## src/rtl/emmc_link_deframer.sv

```systemverilog
// emmc_link_deframer: device-side receive deframer for the eMMC serial link.
// Finds 3-word frame alignment via sync search plus ISERDES bitslip. It checks
// parity (and optionally sequence), then rebuilds the host's eMMC pin state.
// Ports:
//   clk_div, rst (sync, active-high)  word clock and reset
//   word_in[7:0]                      deserialized word, one per cycle
//   bitslip                           1-cycle slip request to the ISERDES
//   locked, frame_valid               alignment status / pin-update strobe
//   cmd_o, cmd_t, sd_dat_t, sd_dat_o  rebuilt host pin state (idle = released)
//   parity_err_cnt, seq_err_cnt       saturating error counters
// Optional feature: define EMMC_DEFRAMER_SEQ_CHECK_EN to enable sequence
// checking in LOCKED. Without it, seq_err_cnt is tied to zero.
module emmc_link_deframer #(
    parameter logic [7:0] SYNC_WORD   = 8'hA5,
    parameter int         LOCK_FRAMES = 4,
    parameter int         UNLOCK_ERRS = 3,
    parameter int         SLIP_WAIT   = 4
) (
    input  logic        clk_div,
    input  logic        rst,
    input  logic [7:0]  word_in,
    output logic        bitslip,
    output logic        locked,
    output logic        frame_valid,
    output logic        cmd_o,
    output logic        cmd_t,
    output logic        sd_dat_t,
    output logic [7:0]  sd_dat_o,
    output logic [15:0] parity_err_cnt,
    output logic [15:0] seq_err_cnt
);

    typedef enum logic [1:0] {HUNT, SLIP, CHECK, LOCKED} state_t;

    state_t     state, state_n;
    logic [1:0] pos, pos_n;
    logic [1:0] miss_cnt, miss_n;
    logic [7:0] wait_cnt, wait_n;
    logic [7:0] good_cnt, good_n;
    logic [7:0] bad_cnt, bad_n;
    logic [7:0] w1_q;
    logic       sync_ok;

    logic       is_sync;
    logic       par_ok;
    logic       slip_go;
    logic       par_err;
    logic       upd;
    logic       lock_go;
    logic       go_idle;
    logic [3:0] rx_seq;

    assign is_sync = (word_in == SYNC_WORD);
    // Even parity over W1 and W2 together is the same as par == ^{W1[7:1],W2}.
    assign par_ok  = ~^{w1_q, word_in};
    assign rx_seq  = w1_q[4:1];

    always_comb begin
        state_n = state;
        pos_n   = pos;
        miss_n  = miss_cnt;
        wait_n  = wait_cnt;
        good_n  = good_cnt;
        bad_n   = bad_cnt;
        slip_go = 1'b0;
        par_err = 1'b0;
        upd     = 1'b0;
        lock_go = 1'b0;
        go_idle = 1'b0;
        unique case (state)
            HUNT: begin
                pos_n = 2'd0;
                if (is_sync) begin
                    state_n = CHECK;
                    pos_n   = 2'd1;
                    good_n  = '0;
                    miss_n  = '0;
                end else if (miss_cnt == 2'd2) begin
                    slip_go = 1'b1;
                    state_n = SLIP;
                    wait_n  = '0;
                    miss_n  = '0;
                end else begin
                    miss_n = miss_cnt + 2'd1;
                end
            end
            SLIP: begin
                pos_n = 2'd0;
                if (wait_cnt == 8'(SLIP_WAIT - 1)) begin
                    state_n = HUNT;
                    miss_n  = '0;
                end else begin
                    wait_n = wait_cnt + 8'd1;
                end
            end
            CHECK: begin
                unique case (pos)
                    2'd0: begin
                        if (is_sync) begin
                            pos_n = 2'd1;
                        end else begin
                            slip_go = 1'b1;
                            state_n = SLIP;
                            wait_n  = '0;
                        end
                    end
                    2'd1: pos_n = 2'd2;
                    default: begin
                        pos_n = 2'd0;
                        if (!par_ok) begin
                            par_err = 1'b1;
                            slip_go = 1'b1;
                            state_n = SLIP;
                            wait_n  = '0;
                        end else if (good_cnt == 8'(LOCK_FRAMES - 1)) begin
                            lock_go = 1'b1;
                            upd     = 1'b1;
                            state_n = LOCKED;
                            bad_n   = '0;
                        end else begin
                            good_n = good_cnt + 8'd1;
                        end
                    end
                endcase
            end
            LOCKED: begin
                unique case (pos)
                    2'd0: pos_n = 2'd1;
                    2'd1: pos_n = 2'd2;
                    default: begin
                        pos_n   = 2'd0;
                        par_err = !par_ok;
                        if (sync_ok && par_ok) begin
                            upd   = 1'b1;
                            bad_n = '0;
                        end else if (bad_cnt == 8'(UNLOCK_ERRS - 1)) begin
                            go_idle = 1'b1;
                            state_n = HUNT;
                            bad_n   = '0;
                            miss_n  = '0;
                        end else begin
                            bad_n = bad_cnt + 8'd1;
                        end
                    end
                endcase
            end
        endcase
    end

    always_ff @(posedge clk_div) begin
        if (rst) begin
            state          <= HUNT;
            pos            <= '0;
            miss_cnt       <= '0;
            wait_cnt       <= '0;
            good_cnt       <= '0;
            bad_cnt        <= '0;
            w1_q           <= '0;
            sync_ok        <= 1'b0;
            bitslip        <= 1'b0;
            locked         <= 1'b0;
            frame_valid    <= 1'b0;
            cmd_o          <= 1'b1;
            cmd_t          <= 1'b1;
            sd_dat_t       <= 1'b1;
            sd_dat_o       <= 8'hFF;
            parity_err_cnt <= '0;
        end else begin
            state       <= state_n;
            pos         <= pos_n;
            miss_cnt    <= miss_n;
            wait_cnt    <= wait_n;
            good_cnt    <= good_n;
            bad_cnt     <= bad_n;
            bitslip     <= slip_go;
            frame_valid <= upd;
            if (pos == 2'd0) sync_ok <= is_sync;
            if (pos == 2'd1) w1_q <= word_in;
            if (lock_go) locked <= 1'b1;
            if (go_idle) locked <= 1'b0;
            if (upd) begin
                cmd_o    <= w1_q[7];
                cmd_t    <= w1_q[6];
                sd_dat_t <= w1_q[5];
                sd_dat_o <= word_in;
            end else if (go_idle) begin
                cmd_o    <= 1'b1;
                cmd_t    <= 1'b1;
                sd_dat_t <= 1'b1;
                sd_dat_o <= 8'hFF;
            end
            if (par_err && parity_err_cnt != 16'hFFFF)
                parity_err_cnt <= parity_err_cnt + 16'd1;
        end
    end

`ifdef EMMC_DEFRAMER_SEQ_CHECK_EN
    logic [3:0] exp_seq;

    // The locking frame seeds the expected value; later good frames compare.
    always_ff @(posedge clk_div) begin
        if (rst) begin
            exp_seq     <= '0;
            seq_err_cnt <= '0;
        end else if (lock_go) begin
            exp_seq <= rx_seq + 4'd1;
        end else if (upd) begin
            exp_seq <= rx_seq + 4'd1;
            if (rx_seq != exp_seq && seq_err_cnt != 16'hFFFF)
                seq_err_cnt <= seq_err_cnt + 16'd1;
        end
    end
`else
    logic unused_seq;
    assign unused_seq  = ^rx_seq;
    assign seq_err_cnt = '0;
`endif

endmodule

```

## config.mk

```make
export PLATFORM = sky130hd
export DESIGN_NAME = emmc_link_deframer
export DESIGN_NICKNAME = d
export VERILOG_FILES = /design/src/rtl/emmc_link_deframer.sv
export SDC_FILE = /design/constraint.sdc
export NUM_CORES = 1
export LEC_CHECK = 0
export ABC_AREA = 1
export CORE_ASPECT_RATIO = 1.75
export CORE_MARGIN = 4
export CORE_UTILIZATION = 30
export DETAILED_ROUTE_END_ITERATION = 10
export HOLD_SLACK_MARGIN = 0.05
export PLACE_DENSITY = 0.56
export SLEW_MARGIN = 10
export SYNTH_ARGS = -nofsm -noshare
export SYNTH_HDL_FRONTEND = slang
export SYNTH_SLANG_ARGS = --single-unit
```

## constraint.sdc

```tcl
create_clock -name clk_div -period 5.35 [get_ports clk_div]
set_clock_uncertainty 0.05 [all_clocks]
set_input_delay 1.07 -clock clk_div [delete_from_list [all_inputs] [get_ports clk_div]]
set_output_delay 1.07 -clock clk_div [all_outputs]
set_load 0.05 [all_outputs]
```

Word level (Yosys, flattened, before mapping)
Index checks and enable logic that the tools add are counted.

storage, ports and cells
  flip-flop bits (word level) = 69
  input port bits = 10
  word-level logic and storage cells = 131

cells by class
  add/subtract/negate cells = 5
  equal/unequal tests = 28
  muxes and demuxes = 64
  reduce and logical (&&, ||, !) cells = 18

operators with widths
  cell                   number
  $mux 8                 17
  $pmux 8 s2             3
  $ne 2x2->1 const B     13
  $add 8x1->8 const B    3
  $eq 8x2->1 const B     3
  $mux 2                 12
  $pmux 8 s3             1
  $mux 1                 21
  $add 16x1->16 const B  1
  $ne 16x16->1 const B   1
  $pmux 2 s4             2
  $reduce_xnor 16->1     1
  $reduce_and 5->1       3
  $ne 3x3->1 const B     4
  $pmux 2 s2             3
  $eq 8x8->1 const B     1
  $pmux 1 s2             4
  $reduce_and 8->1       1
  $reduce_and 7->1       1
  $eq 2x2->1 const B     3
  $pmux 2 s3             1
  $reduce_bool 2->1      3
  $reduce_bool 3->1      2
  $eq 2x1->1 const B     2
  other kinds (6)        9

Longest topological paths before layout
  depth after elaboration = 7
  mapped depth = 15
  gate-level depth less buffers = 15

Worst setup path before layout
No wires, ideal clock.

  kind = input to register
  start = in word_in[6]
  end = reg sd_dat_o[2]
  library setup time = 0.109 ns
  data arrival time = 2.501 ns
  setup slack = 2.690 ns
  stages = 14
  path buffers = 1
  cells stage by stage = inv_1 -> ha_1 -> xor2_1 -> nand2_1 -> nand2_1 -> inv_1 -> nand3_2 -> nand2_4 -> nand3_1 -> o21ai_2 -> buf_6 -> nand3b_1 -> nand2_1 -> inv_1

between the ends
  longest elaborated chain between the ends = 6

ends and longest elaborated chain
  what                                                line  source
  from (decl)                                         21    input logic [7:0] word_in,
  $reduce_xnor 16->1 *                                55    assign par_ok = ~^{w1_q, word_in};
  $logic_and 1x1->1                                   133   if (sync_ok && par_ok) begin
  $mux 1                                              133
  $mux 1                                              127   unique case (pos)
  $pmux 1 s2 / $mux 1 (equally long branches)         70    unique case (state)
  $mux 8 / $reduce_bool 2->1 (equally long branches)  n/a
  to (signal assigned)                                185   sd_dat_o <= word_in;
  to (decl)                                           28    output logic [7:0] sd_dat_o,

Mark *: on every way between the ends. The rest lies on a longest branch, timed or not.
A chain may end at the register's enable or synchronous reset.

Final worst setup path
  start = in word_in[3]
  end = reg parity_err_cnt[3]

between the ends
  longest elaborated chain between the ends = 5

ends and longest elaborated chain
  what                                              line      source
  $reduce_xnor 16->1 *                              55
  $mux 1 / $logic_not 1->1 (equally long branches)  110, 132
  $mux 1 (on tied branches)                         97, 127
  $pmux 1 s2 *                                      70
  $logic_and 1x1->1 *                               192       if (par_err && parity_err_cnt != 16'hFFFF)
  to (signal assigned)                              193       parity_err_cnt <= parity_err_cnt + 16'd1;
  to (decl)                                         29        output logic [15:0] parity_err_cnt,

Marks and branches as above.

==> impl_results.md <==
- Post-Synth Adder-Cell Area: 2.745%
- Top post-synthesis cells by area: dfxtp_1 (34%), nand2_1 (13%), a21oi_1 (5.6%)
- Clock Sinks: a little under 70
- Antenna diodes: 0
- Worst Hold End: locked
- Simple-gate portion of the synthesized area: between 30 and 40%
- Num CTS Buffers: 9
- Logic pwr share: 27.6%
- Die area: roughly 16,000 um^2
- Startpoint types: input port
- TNS Setup: 0 ns
- Pwr dens: 354.7 nW/um^2
- Final instance area: 4888 um^2
- Post-CTS Resized: 0
- Top cell type's share of synthesized area: around 34%
- Worst r2r path cells: 10
- 1st-iter DRT viols: around 180
- Routed wire length per instance: roughly 12 um
- RSZ-0062 raised after global routing: false
- Drt first pass iters: 4
- Main combinational cell family by area after synthesis: simple AND/OR/NAND/NOR gates
- Fraction of the mapped netlist area in compound gates: between 10% and 20%
- Cell count after synthesis: ~600
- Share of layout cells above drive strength 1: roughly 8.6%
- Layout area overhead: 19.15%
- Core footprint: approximately 13,000 um^2
- Ports: 56
- Leak: 1.897 nW
- Crit Path Category: input port to register
- Synth Area in XOR/XNOR: between 4 and 5%
- Min cycle time layout: 3.359 ns
- Hold Startpoint: locked
- Hold Path Class: register to register
- Slew headroom: around 30%
- Clk_lat worst skew: around 0.33 ns
- Cell depth of the worst hold path: 2
- Setup Buffers After CTS: 0
- F_max: 297.7 MHz
- Antenna viol nets, final: 0
- Least-Margin Pin Slew: roughly 1.0 ns
- Slew Limit Fails: 0
- # fillers: roughly 1,400
- CTS tree: done
- Sequential fraction of the synthesis area: 33.67%
- Cell taking the most area after synthesis: dfxtp_1
- Cts hold-fix bufs: 0
- Status: finished, final reports clean
- Grt ovf: 0
- DP Area: approximately 4600 um^2
- Overall routing resource usage: between 10% and 20%
- Worst ir drop on vdd: 176.8 uV
- Synthesized cell area: ~4100 um^2
- Vias per inst: about 4.8
- Root Driver: clkbuf_16
- Nets: 650
- Most common cell after layout, fill and taps aside: nand2_1
- Most frequent cells in the layout: nand2_1 (147), dfxtp_1 (69), inv_1 (61)
- Chip width: around 96 um
- Chip height: ~160 um
- Seq cells post-synth: 69
- Detailed-route DRC error count: 0
- Via count: 3,857
- Worst r2r dst: parity_err_cnt[3]
- H-Tree Depth: 3
- CP Max Fanout: 18
- Final worst-path cycle share: between 60% and 70%
- P_int: 0.001126 W
- CP Data Arrival Time: between 3 and 4 ns
- Mean Syn Cell Area: 6.861 um^2
- Clock Power Share: a little under two fifths
- Worst Path Required: between 5 and 6 ns
- Initial antenna violation count: 0
- Final HPWL DP: roughly 7 mm
- Yosys warns: 0
- Initial Util: between 30% and 40%
- Clk slew on worst S/H paths: about 0.060 ns
- Final wirelength: 9.863 mm
- Psw: between 0.0006 and 0.0007 W
- Max Buffers Root-to-Sink: 2
- Flop-to-flop setup slack: around 3.1 ns
- Final hold vios: 0
- FF-to-FF Start: parity_err_cnt[0]
- Vias in the first global route: 3,703
- Switching Share: 35.05%
- IO Port Bufs: 39
- Yosys cell types: just over 40
- Post-synthesis mux area share: 0%
- # rows: 56
- Routability congestion estimate: 0.8125
- Crit end category: register
- Final setup violation count: 0
- Largest net degree at the start of global routing: between 40 and 50
- Max cap viols: 0
- Share of power burned in registers: 34.3%
- First-pass GRT wire length: between 15 and 20 mm
-- critical path, cell delays in order --
cell and delay (ns):
clkdlybuf4s50_1 0.47, inv_1 0.06, ha_1 0.31, xor2_1 0.19, nand2_1 0.07, nand2_1 0.10
inv_1 0.07, nand3_2 0.09, nand2_4 0.09, inv_1 0.36, nand3_4 0.29, o21ai_0 0.23
nand2_1 0.07, nor2_1 0.11
-- stage by stage --
| step | instances | total power, W | hold slack [ns] | utilization [%] | worst slack [ns] |
|---|---|---|---|---|---|
| 2_1_floorplan | 613 | 0.001005 | 0.4070 | - | 2.690 |
| 5_1_grt | 810 | 0.001847 | 0.4568 | 36.53 | 1.738 |
| 3_5_place_dp | 794 | 0.001083 | 0.4080 | 34.03 | 1.678 |
| 6_report | 810 | 0.001734 | 0.4145 | 36.53 | 1.991 |
| 4_1_cts | 810 | 0.001753 | 0.4166 | 36.53 | 2.025 |
| 3_3_place_gp | 794 | 0.001070 | 0.4066 | 34.03 | 1.681 |
-- metal layers --
metal  GRT usage (%)  wire [um]
met1           15.00       3985
met2           23.25       5163
met3           2.635        442
met4           6.960        271
met5               0          0
-- power groups by stage --
stage / Clock (W) / Combinational (W) / Sequential (W)
6_report: 0.000661 / 0.000478 / 0.000595
5_1_grt: 0.000699 / 0.000545 / 0.000603
4_1_cts: 0.000679 / 0.000480 / 0.000594
3_5_place_dp: 0 / 0.000478 / 0.000605
3_3_place_gp: 0 / 0.000466 / 0.000604
2_1_floorplan: 0 / 0.000399 / 0.000606
-- area by class of cell --
cell class | instances | area, um^2 | share of cell area [%]
sequential | 69 | 1381 | 28.26
multi-input combinational | 442 | 2296 | 46.97
clock inverter | 5 | 81.33 | 1.664
tap | 174 | 217.7 | 4.454
timing repair buffer | 40 | 397.9 | 8.139
clock buffer | 11 | 252.7 | 5.170
inverter | 69 | 261.5 | 5.349
-- synthesized netlist by cell type --
| master | n |
|---|---|
| o221ai_1 | 1 |
| nor3_1 | 12 |
| nand2_1 | 147 |
| buf_4 | 17 |
| nand3_1 | 34 |
| a31o_2 | 1 |
| o21ai_2 | 1 |
| buf_6 | 4 |
| nor2_2 | 2 |
| nor2_8 | 1 |
| nand3b_1 | 12 |
| nand2_4 | 2 |
| inv_1 | 61 |
| clkinv_1 | 1 |
| a21oi_4 | 1 |
| a21oi_1 | 46 |
| xor2_1 | 13 |
| dfxtp_1 | 69 |
| a211oi_1 | 1 |
| or2_2 | 3 |
| ha_1 | 9 |
| nor4_1 | 5 |
| buf_2 | 2 |
| inv_2 | 6 |
| o21ai_0 | 21 |
| nor2_1 | 56 |
| o31ai_1 | 1 |
| nand2_2 | 12 |
| inv_4 | 1 |
| conb_1 | 1 |
| nand3_2 | 4 |
| o21bai_1 | 1 |
| a21oi_2 | 1 |
| nor3_4 | 1 |
| o21ai_1 | 1 |
| nand4_1 | 22 |
| clkbuf_1 | 10 |
| nor2_4 | 1 |
| nand3_4 | 1 |
| nor3b_1 | 3 |
| xnor2_1 | 10 |
-- worst max path at each step --
stage                     startpoint                 to  slack [ns]
after CTS                 word_in[3]        sd_dat_o[1]        2.03
after global routing      word_in[4]  parity_err_cnt[3]        1.74
after detailed placement  word_in[3]        sd_dat_o[1]        1.68
after global placement    word_in[6]        sd_dat_o[1]        1.68
final                     word_in[3]  parity_err_cnt[3]        1.99
after floorplan           word_in[6]        sd_dat_o[2]        2.69
-- logic make-up after synthesis --
logic type	Yosys count
AND/OR/NAND/NOR	318
buffers and inverters	102
AO/OA/AOI/OAI	76
flip-flops	69
XOR/XNOR	23
adder cells (fa/ha/maj)	9
other	1
-- registers in the layout (all words and copies together) (netlist names), 2 cells and up --
| register | flops |
|---|---|
| bad_cnt | 8 |
| good_cnt | 8 |
| miss_cnt | 2 |
| parity_err_cnt | 16 |
| pos | 2 |
| sd_dat_o | 8 |
| state | 2 |
| w1_q | 8 |
| wait_cnt | 8 |
(Power assumes the default switching activity.)
